==> config.mk <==
export PLATFORM = sky130hd
export DESIGN_NAME = iob_ram_tdp_be_ctrl
export DESIGN_NICKNAME = d
export VERILOG_FILES = /design/src/rtl/iob_ram_tdp_be_ctrl.sv
export SDC_FILE = /design/constraint.sdc
export NUM_CORES = 1
export LEC_CHECK = 0
export CAP_MARGIN = 10
export CORE_MARGIN = 10
export CORE_UTILIZATION = 50
export CTS_BUF_LIST = sky130_fd_sc_hd__clkbuf_2 sky130_fd_sc_hd__clkbuf_4 sky130_fd_sc_hd__clkbuf_8
export DETAILED_ROUTE_END_ITERATION = 8
export PLACE_DENSITY = 0.68
export SETUP_SLACK_MARGIN = 0.1
export SYNTH_ARGS = -nofsm -noshare
export SYNTH_HDL_FRONTEND = slang
export SYNTH_SLANG_ARGS = --single-unit
==> constraint.sdc <==
create_clock -name clk_i -period 1.7 [get_ports clk_i]
set_clock_uncertainty 0.2 [all_clocks]
set_input_delay 0.255 -clock clk_i [delete_from_list [all_inputs] [get_ports clk_i]]
set_output_delay 0.255 -clock clk_i [all_outputs]
set_load 0.01 [all_outputs]
==> src/rtl/iob_ram_tdp_be_ctrl.sv <==
// Single-clock true dual-port RAM with byte enables, 1/2-cycle read latency,
// sticky cross-port write-collision flag and an optional zero-fill engine (IOB_RAM_TDP_BE_CTRL_CLEAR_EN).
module iob_ram_tdp_be_ctrl #(
  parameter int DATA_W   = 32,
  parameter int ADDR_W   = 4,
  parameter int READ_LAT = 1
) (
  input  logic                clk_i,
  input  logic                arst_n_i,
  input  logic                enA_i,
  input  logic [DATA_W/8-1:0] weA_i,
  input  logic [ADDR_W-1:0]   addrA_i,
  input  logic [DATA_W-1:0]   dA_i,
  output logic [DATA_W-1:0]   dA_o,
  output logic                rvalidA_o,
  input  logic                enB_i,
  input  logic [DATA_W/8-1:0] weB_i,
  input  logic [ADDR_W-1:0]   addrB_i,
  input  logic [DATA_W-1:0]   dB_i,
  output logic [DATA_W-1:0]   dB_o,
  output logic                rvalidB_o,
  input  logic                clear_i,
  output logic                busy_o,
  output logic                coll_o,
  input  logic                coll_clr_i
);

  localparam int NB    = DATA_W / 8;
  localparam int DEPTH = 2 ** ADDR_W;

  logic [DATA_W-1:0] mem [DEPTH];

  logic              busy;
  logic              clr_we;
  logic [ADDR_W-1:0] clr_addr;

`ifdef IOB_RAM_TDP_BE_CTRL_CLEAR_EN
  // state  | meaning
  // IDLE   | ports serviced, waiting for clear_i
  // CLEAR  | writing zero to mem[cnt], ports ignored
  typedef enum logic {ST_IDLE, ST_CLEAR} state_t;
  state_t            state;
  logic [ADDR_W-1:0] cnt;

  always_ff @(posedge clk_i or negedge arst_n_i) begin
    if (!arst_n_i) begin
      state <= ST_CLEAR;
      cnt   <= '0;
      busy  <= 1'b1;
    end else begin
      case (state)
        ST_IDLE: begin
          cnt <= '0;
          if (clear_i) begin
            state <= ST_CLEAR;
            busy  <= 1'b1;
          end
        end
        ST_CLEAR: begin
          cnt <= cnt + ADDR_W'(1);
          if (cnt == {ADDR_W{1'b1}}) begin
            state <= ST_IDLE;
            busy  <= 1'b0;
          end
        end
        default: begin
          state <= ST_IDLE;
          busy  <= 1'b0;
        end
      endcase
    end
  end

  assign clr_we   = (state == ST_CLEAR);
  assign clr_addr = cnt;
`else
  logic unused_clear;
  assign unused_clear = clear_i;
  assign busy         = 1'b0;
  assign clr_we       = 1'b0;
  assign clr_addr     = '0;
`endif

  assign busy_o = busy;

  logic          acc_a, acc_b, rd_a, rd_b;
  logic [NB-1:0] we_a, we_b;

  assign acc_a = enA_i & ~busy;
  assign acc_b = enB_i & ~busy;
  assign we_a  = acc_a ? weA_i : '0;
  assign we_b  = acc_b ? weB_i : '0;
  assign rd_a  = acc_a & (weA_i == '0);
  assign rd_b  = acc_b & (weB_i == '0);

  // Port A is written last so it owns any byte both ports enable.
  always_ff @(posedge clk_i) begin
    if (clr_we) mem[clr_addr] <= '0;
    for (int k = 0; k < NB; k++) begin
      if (we_b[k]) mem[addrB_i][k*8 +: 8] <= dB_i[k*8 +: 8];
    end
    for (int k = 0; k < NB; k++) begin
      if (we_a[k]) mem[addrA_i][k*8 +: 8] <= dA_i[k*8 +: 8];
    end
  end

  logic [DATA_W-1:0] q1_a, q1_b;
  logic              v1_a, v1_b;

  always_ff @(posedge clk_i or negedge arst_n_i) begin
    if (!arst_n_i) begin
      q1_a <= '0;
      q1_b <= '0;
      v1_a <= 1'b0;
      v1_b <= 1'b0;
    end else begin
      v1_a <= rd_a;
      v1_b <= rd_b;
      if (rd_a) q1_a <= mem[addrA_i];
      if (rd_b) q1_b <= mem[addrB_i];
    end
  end

  generate
    if (READ_LAT == 2) begin : g_lat2
      logic [DATA_W-1:0] q2_a, q2_b;
      logic              v2_a, v2_b;

      always_ff @(posedge clk_i or negedge arst_n_i) begin
        if (!arst_n_i) begin
          q2_a <= '0;
          q2_b <= '0;
          v2_a <= 1'b0;
          v2_b <= 1'b0;
        end else begin
          v2_a <= v1_a;
          v2_b <= v1_b;
          if (v1_a) q2_a <= q1_a;
          if (v1_b) q2_b <= q1_b;
        end
      end

      assign dA_o      = q2_a;
      assign dB_o      = q2_b;
      assign rvalidA_o = v2_a;
      assign rvalidB_o = v2_b;
    end else begin : g_lat1
      assign dA_o      = q1_a;
      assign dB_o      = q1_b;
      assign rvalidA_o = v1_a;
      assign rvalidB_o = v1_b;
    end
  endgenerate

  always_ff @(posedge clk_i or negedge arst_n_i) begin
    if (!arst_n_i) begin
      coll_o <= 1'b0;
    end else if ((addrA_i == addrB_i) && ((we_a & we_b) != '0)) begin
      coll_o <= 1'b1;
    end else if (coll_clr_i) begin
      coll_o <= 1'b0;
    end
  end

endmodule

* Word level (Yosys, flattened, before mapping)
Memory sizes are Yosys's and may differ from the RTL's. A register that Yosys moved wholly into a read port is not among the register bits. Cells that the tools add are included.
Storage, ports and cells: register bits after elaboration 3, memories kept 1, bits in writable memories 512
Cells by class: bitwise gates (word level) 3, eq/ne operators 1, mux-type cells 20, reduce and logical (&&, ||, !) cells 7
Memories:
- mem | words 16, bits a word 32, read ports 2, clocked after Yosys merged registers in 2, write ports 2, RTL line 31 | logic [DATA_W-1:0] mem [DEPTH];
Operators with widths (number):
- $mux W1 | 18
- $logic_not A4 Y1 | 2
- $mux W4 | 2
- $and A4 B4 Y4 | 1
- $eq A4 B4 Y1 | 1
- $reduce_bool A4 Y1 | 1
- $and A1 B1 Y1 | 2
- $logic_not A1 Y1 | 2
- $reduce_bool A2 Y1 | 1
- $logic_and A1 B1 Y1 | 1

* Logic depth before layout (Yosys ltp)
word-level depth 5, gate-level depth with buffers 6, mapped depth without buffers 3

* Worst setup path after synthesis
OpenSTA, ideal clock, no wires.
kind input-to-reg, start point input port addrB_i[3], end point memory mem[8][16], enable pin, path buffers 2, library setup time 384 ps, data required time 1116 ps, path slack -714 ps, stages on the path 5, data arrival time 1830 ps, cell sequence buf_2 > buf_1 > nor2b_1 > nand3_1 > o21ai_0
RTL lines:
- from (decl) | RTL line 18 | input logic [ADDR_W-1:0] addrB_i,
- to (decl) | RTL line 31

* Worst setup path after layout
start point register q1_a[29] (netlist: dA_o[29]), read port of mem, end point output port dA_o[29]
RTL lines:
- from (decl) | RTL line 107 | logic [DATA_W-1:0] q1_a, q1_b;
- to (decl) | RTL line 14 | output logic [DATA_W-1:0] dA_o,
No word-level cell between the ends.

==> flow_metrics.py <==
metrics = {
    "clocking": {
        "clock_latency_ps": 720,
        "h-tree-depth": 3,
        "clockBufferDepth": 3,
        "cts_num_sinks": 579,
        "cts-buffers-inserted": 100,
        "clk_pin_slew_ps": 70,
        "cts_tree": "yes",
        "cts-root-buf": "clkbuf_8",
    },
    "logic_synthesis": {
        "avgSynthCellArea_sq_um": 16.5,
        "ys_types": 39,
        "synth.cell_area_sq_um": 33200,
        "yosysSeqAreaShare_pct": 51.3,
        "synth_seq_cells": 579,
        "yosysTopAreaCell": "edfxtp_1",
        "ys_async_sr_fraction_pct": 11.6,
        "synthTopCellsByArea": "edfxtp_1 46%, mux4_2 17%, mux2_2 17%, dfrtp_1 5.0%, mux2i_1 1.9%",
        "synthCells": 2019,
        "yosysWarningCount": 0,
        "synthesis.nets": 2105,
        "synth_flop_cell": "edfxtp_1",
        "synth_common_cells": "512 x edfxtp_1, 498 x mux2_2, 256 x mux4_2",
        "synth_top_cell_area_share_pct": 46.3,
        "synth-edff-count": 512,
        "synth.most_common_cell": "edfxtp_1",
    },
    "placement": {
        "dp_cells": 3254,
        "post-place-ws_ps": -791,
        "gp_congestion": 0.864,
        "port_buffers": 151,
        "dp_hpwl_mm": 74.6,
    },
    "min_path": {
        "hold_depth": 4,
        "hold_class": "in2reg",
        "min-delay-start": "enB_i",
        "min_to": "dB_o[13]",
    },
    "timing": {
        "period_share_pct": 105,
        "whs_ps": -8.84,
        "finalHoldViolations": 2,
        "setup_tns_ps": -619,
        "tightest_slew_ps": 630,
        "max_freq_ghz": 0.561,
        "fin_crit_ps": 1780,
        "slew_viol_final": 0,
        "max-slew-margin-rel_pct": 57.9,
        "fin_ws_ps": -82.7,
        "finalSetupViolations": 33,
        "rsz0062_at_grt": "yes",
    },
    "worst_setup_path": {
        "cp.arrival_ps": 1330,
        "critPathCaptureType": "output port",
        "ff2ff_setup_slack_ps": 50,
        "worstRegToRegCells": 4,
        "startpoint": "dA_o[29]",
        "worstPathCellList": "buf_6",
        "cp-start-kind": "flop",
        "max_stage_delay_ps": 470,
        "cp_num_buf_inv": 1,
        "r2r_end": "dB_o[14]",
        "criticalPathCategory": "reg2out",
        "cp.required_ps": 1240,
        "critPathMaxFanout": 2,
        "rr_startpoint": "mem[0][14]",
        "cp_slowest_cell": "dfrtp_2",
        "critPathTopFamily": "flip-flops",
    },
    "routing": {
        "firstDrtPassIters": 5,
        "postRouteAntennaNets": 0,
        "routedWlPerCell_microns": 31.3,
        "drt_wl_total_mm": 110,
        "vias_per_cell": 6.55,
        "vias": 23000,
        "drtIter0Drc": 2488,
        "drc_errors": 0,
    },
    "final_layout": {
        "diodes": 0,
        "fill_cells": 4594,
        "areaGrowthSynthToFinish_pct": 32.2,
        "nNetsFinal": 2648,
        "final_cells": 3512,
        "layout-drive-gt1-share_pct": 66.0,
    },
    "floorplanning": {
        "start_util_pct": 50.4,
        "die_h_microns": 278,
        "boundaryPins": 154,
        "rows": 94,
        "core_area_sq_um": 65900,
        "die_x_microns": 278,
        "die_area_sq_um": 77100,
    },
    "outcome": {
        "violations": "hold timing, setup timing",
        "status": "finished with violations",
    },
    "global_routing": {
        "gr-total-overflow": 0,
        "grt_max_degree": 32,
        "grt_pass1_vias": 24300,
        "grt_usage_pct": 27.7,
        "antenna_found_initial": 0,
        "grt_pass1_wl_mm": 160,
    },
    "pwr": {
        "p_leak_nw": 15.4,
        "peakVddDrop_mv": 0.653,
        "p_per_area_nw_per_um2": 835,
    },
    "run": {
        "maxCapViolations": 0,
    },
}
-- cell usage in the layout (no fill, tap or decap), drive strengths merged --
cell type / n
a21oi: 64
a221oi: 65
a22o: 1
and2: 3
and3: 2
buf: 560
bufbuf: 1
bufinv: 1
clkbuf: 160
clkdlybuf4s50: 70
clkinv: 27
clkinvlp: 3
conb: 1
dfrtp: 67
dlygate4sd2: 1
dlygate4sd3: 7
dlymetal6s2s: 4
edfxtp: 512
inv: 2
mux2: 512
mux2i: 64
mux4: 256
nand2: 14
nand2b: 10
nand3: 19
nand4: 20
nor2: 28
nor2b: 6
nor3: 28
nor4: 2
o21ai: 12
o21bai: 28
o22ai: 88
o32ai: 1
or2: 5
xnor2: 4
-- layout make-up --
class / instances / area, sq um / share of cell area, %
sequential: 579 / 17100 / 38.8
multi-input combinational: 1233 / 16600 / 37.7
timing repair buffer: 647 / 7120 / 16.2
clock buffer: 156 / 1900 / 4.33
tap: 864 / 1080 / 2.46
clock inverter: 32 / 185 / 0.422
inverter: 1 / 3.75 / 0.00855
-- sequential cells by signal (all words and copies together) (netlist names) --
name	count
coll_o	1
mem	512
dA_o	32
rvalidA_o	1
rvalidB_o	1
dB_o	32
-- per-layer routing --
layer  wire (microns)  track usage [%]
met1            41600             35.9
met2            53600             44.7
met3            11100             6.91
met5                0                0
met4             3510             9.95
-- worst min-delay path, delay by kind of cell --
kind / cells / cell delay [ps]
compound gates: 2 / 200
buf+inv: 2 / 410
-- power breakdown --
group,total (mW),leakage [nW],internal [mW],switching (mW)
Combinational,6.74,8.89,3.58,3.16
Sequential,16.7,5.39,16.2,0.455
Clock,13.3,1.12,7.27,5.99
-- logic make-up after synthesis --
group           Yosys count  share of synthesized area (%)
mux                     832                           36.6
flops                   579                           51.3
compound gates          259                           5.20
buf+inv                 207                           2.91
simple gates            137                           3.79
xor+xnor                  4                          0.105
other cells               1                         0.0113
-- repair_timing --
| action | 4_1_cts | 5_1_grt |
|---|---|---|
| setup endpoints to repair | 727 | 291 |
| hold endpoints to repair | 104 | 0 |
| pin swaps | 4 | 6 |
| hold buffers | 9 | 0 |
| gates resized for setup | 326 | 79 |
| cloned | 1 | 3 |
| buffers inserted | 37 | 22 |
-- worst max path at each step --
stage                            to  slack (ps)  cells after the start
final                      dA_o[29]         -80                      1
after global routing       dA_o[29]        -100                      1
after CTS                  dA_o[29]         -90                      1
after detailed placement   dB_o[28]        -790                      6
after global placement      dB_o[0]        -810                      6
after floorplan           mem[3][0]        -360                      5
-- metrics by stage --
step           area [sq um]  total power [mW]  util [%]  hold slack, ps
3_5_place_dp          40800              23.1      61.9           -77.1
3_3_place_gp          40800              23.0      61.9           -79.7
5_1_grt               43900              37.9      66.7           -1.33
4_1_cts               43200              36.4      65.7            3.34
6_report              43900              36.7      66.7           -8.84
2_1_floorplan         34400              20.1         -            -241
(Power assumes the default switching activity.)
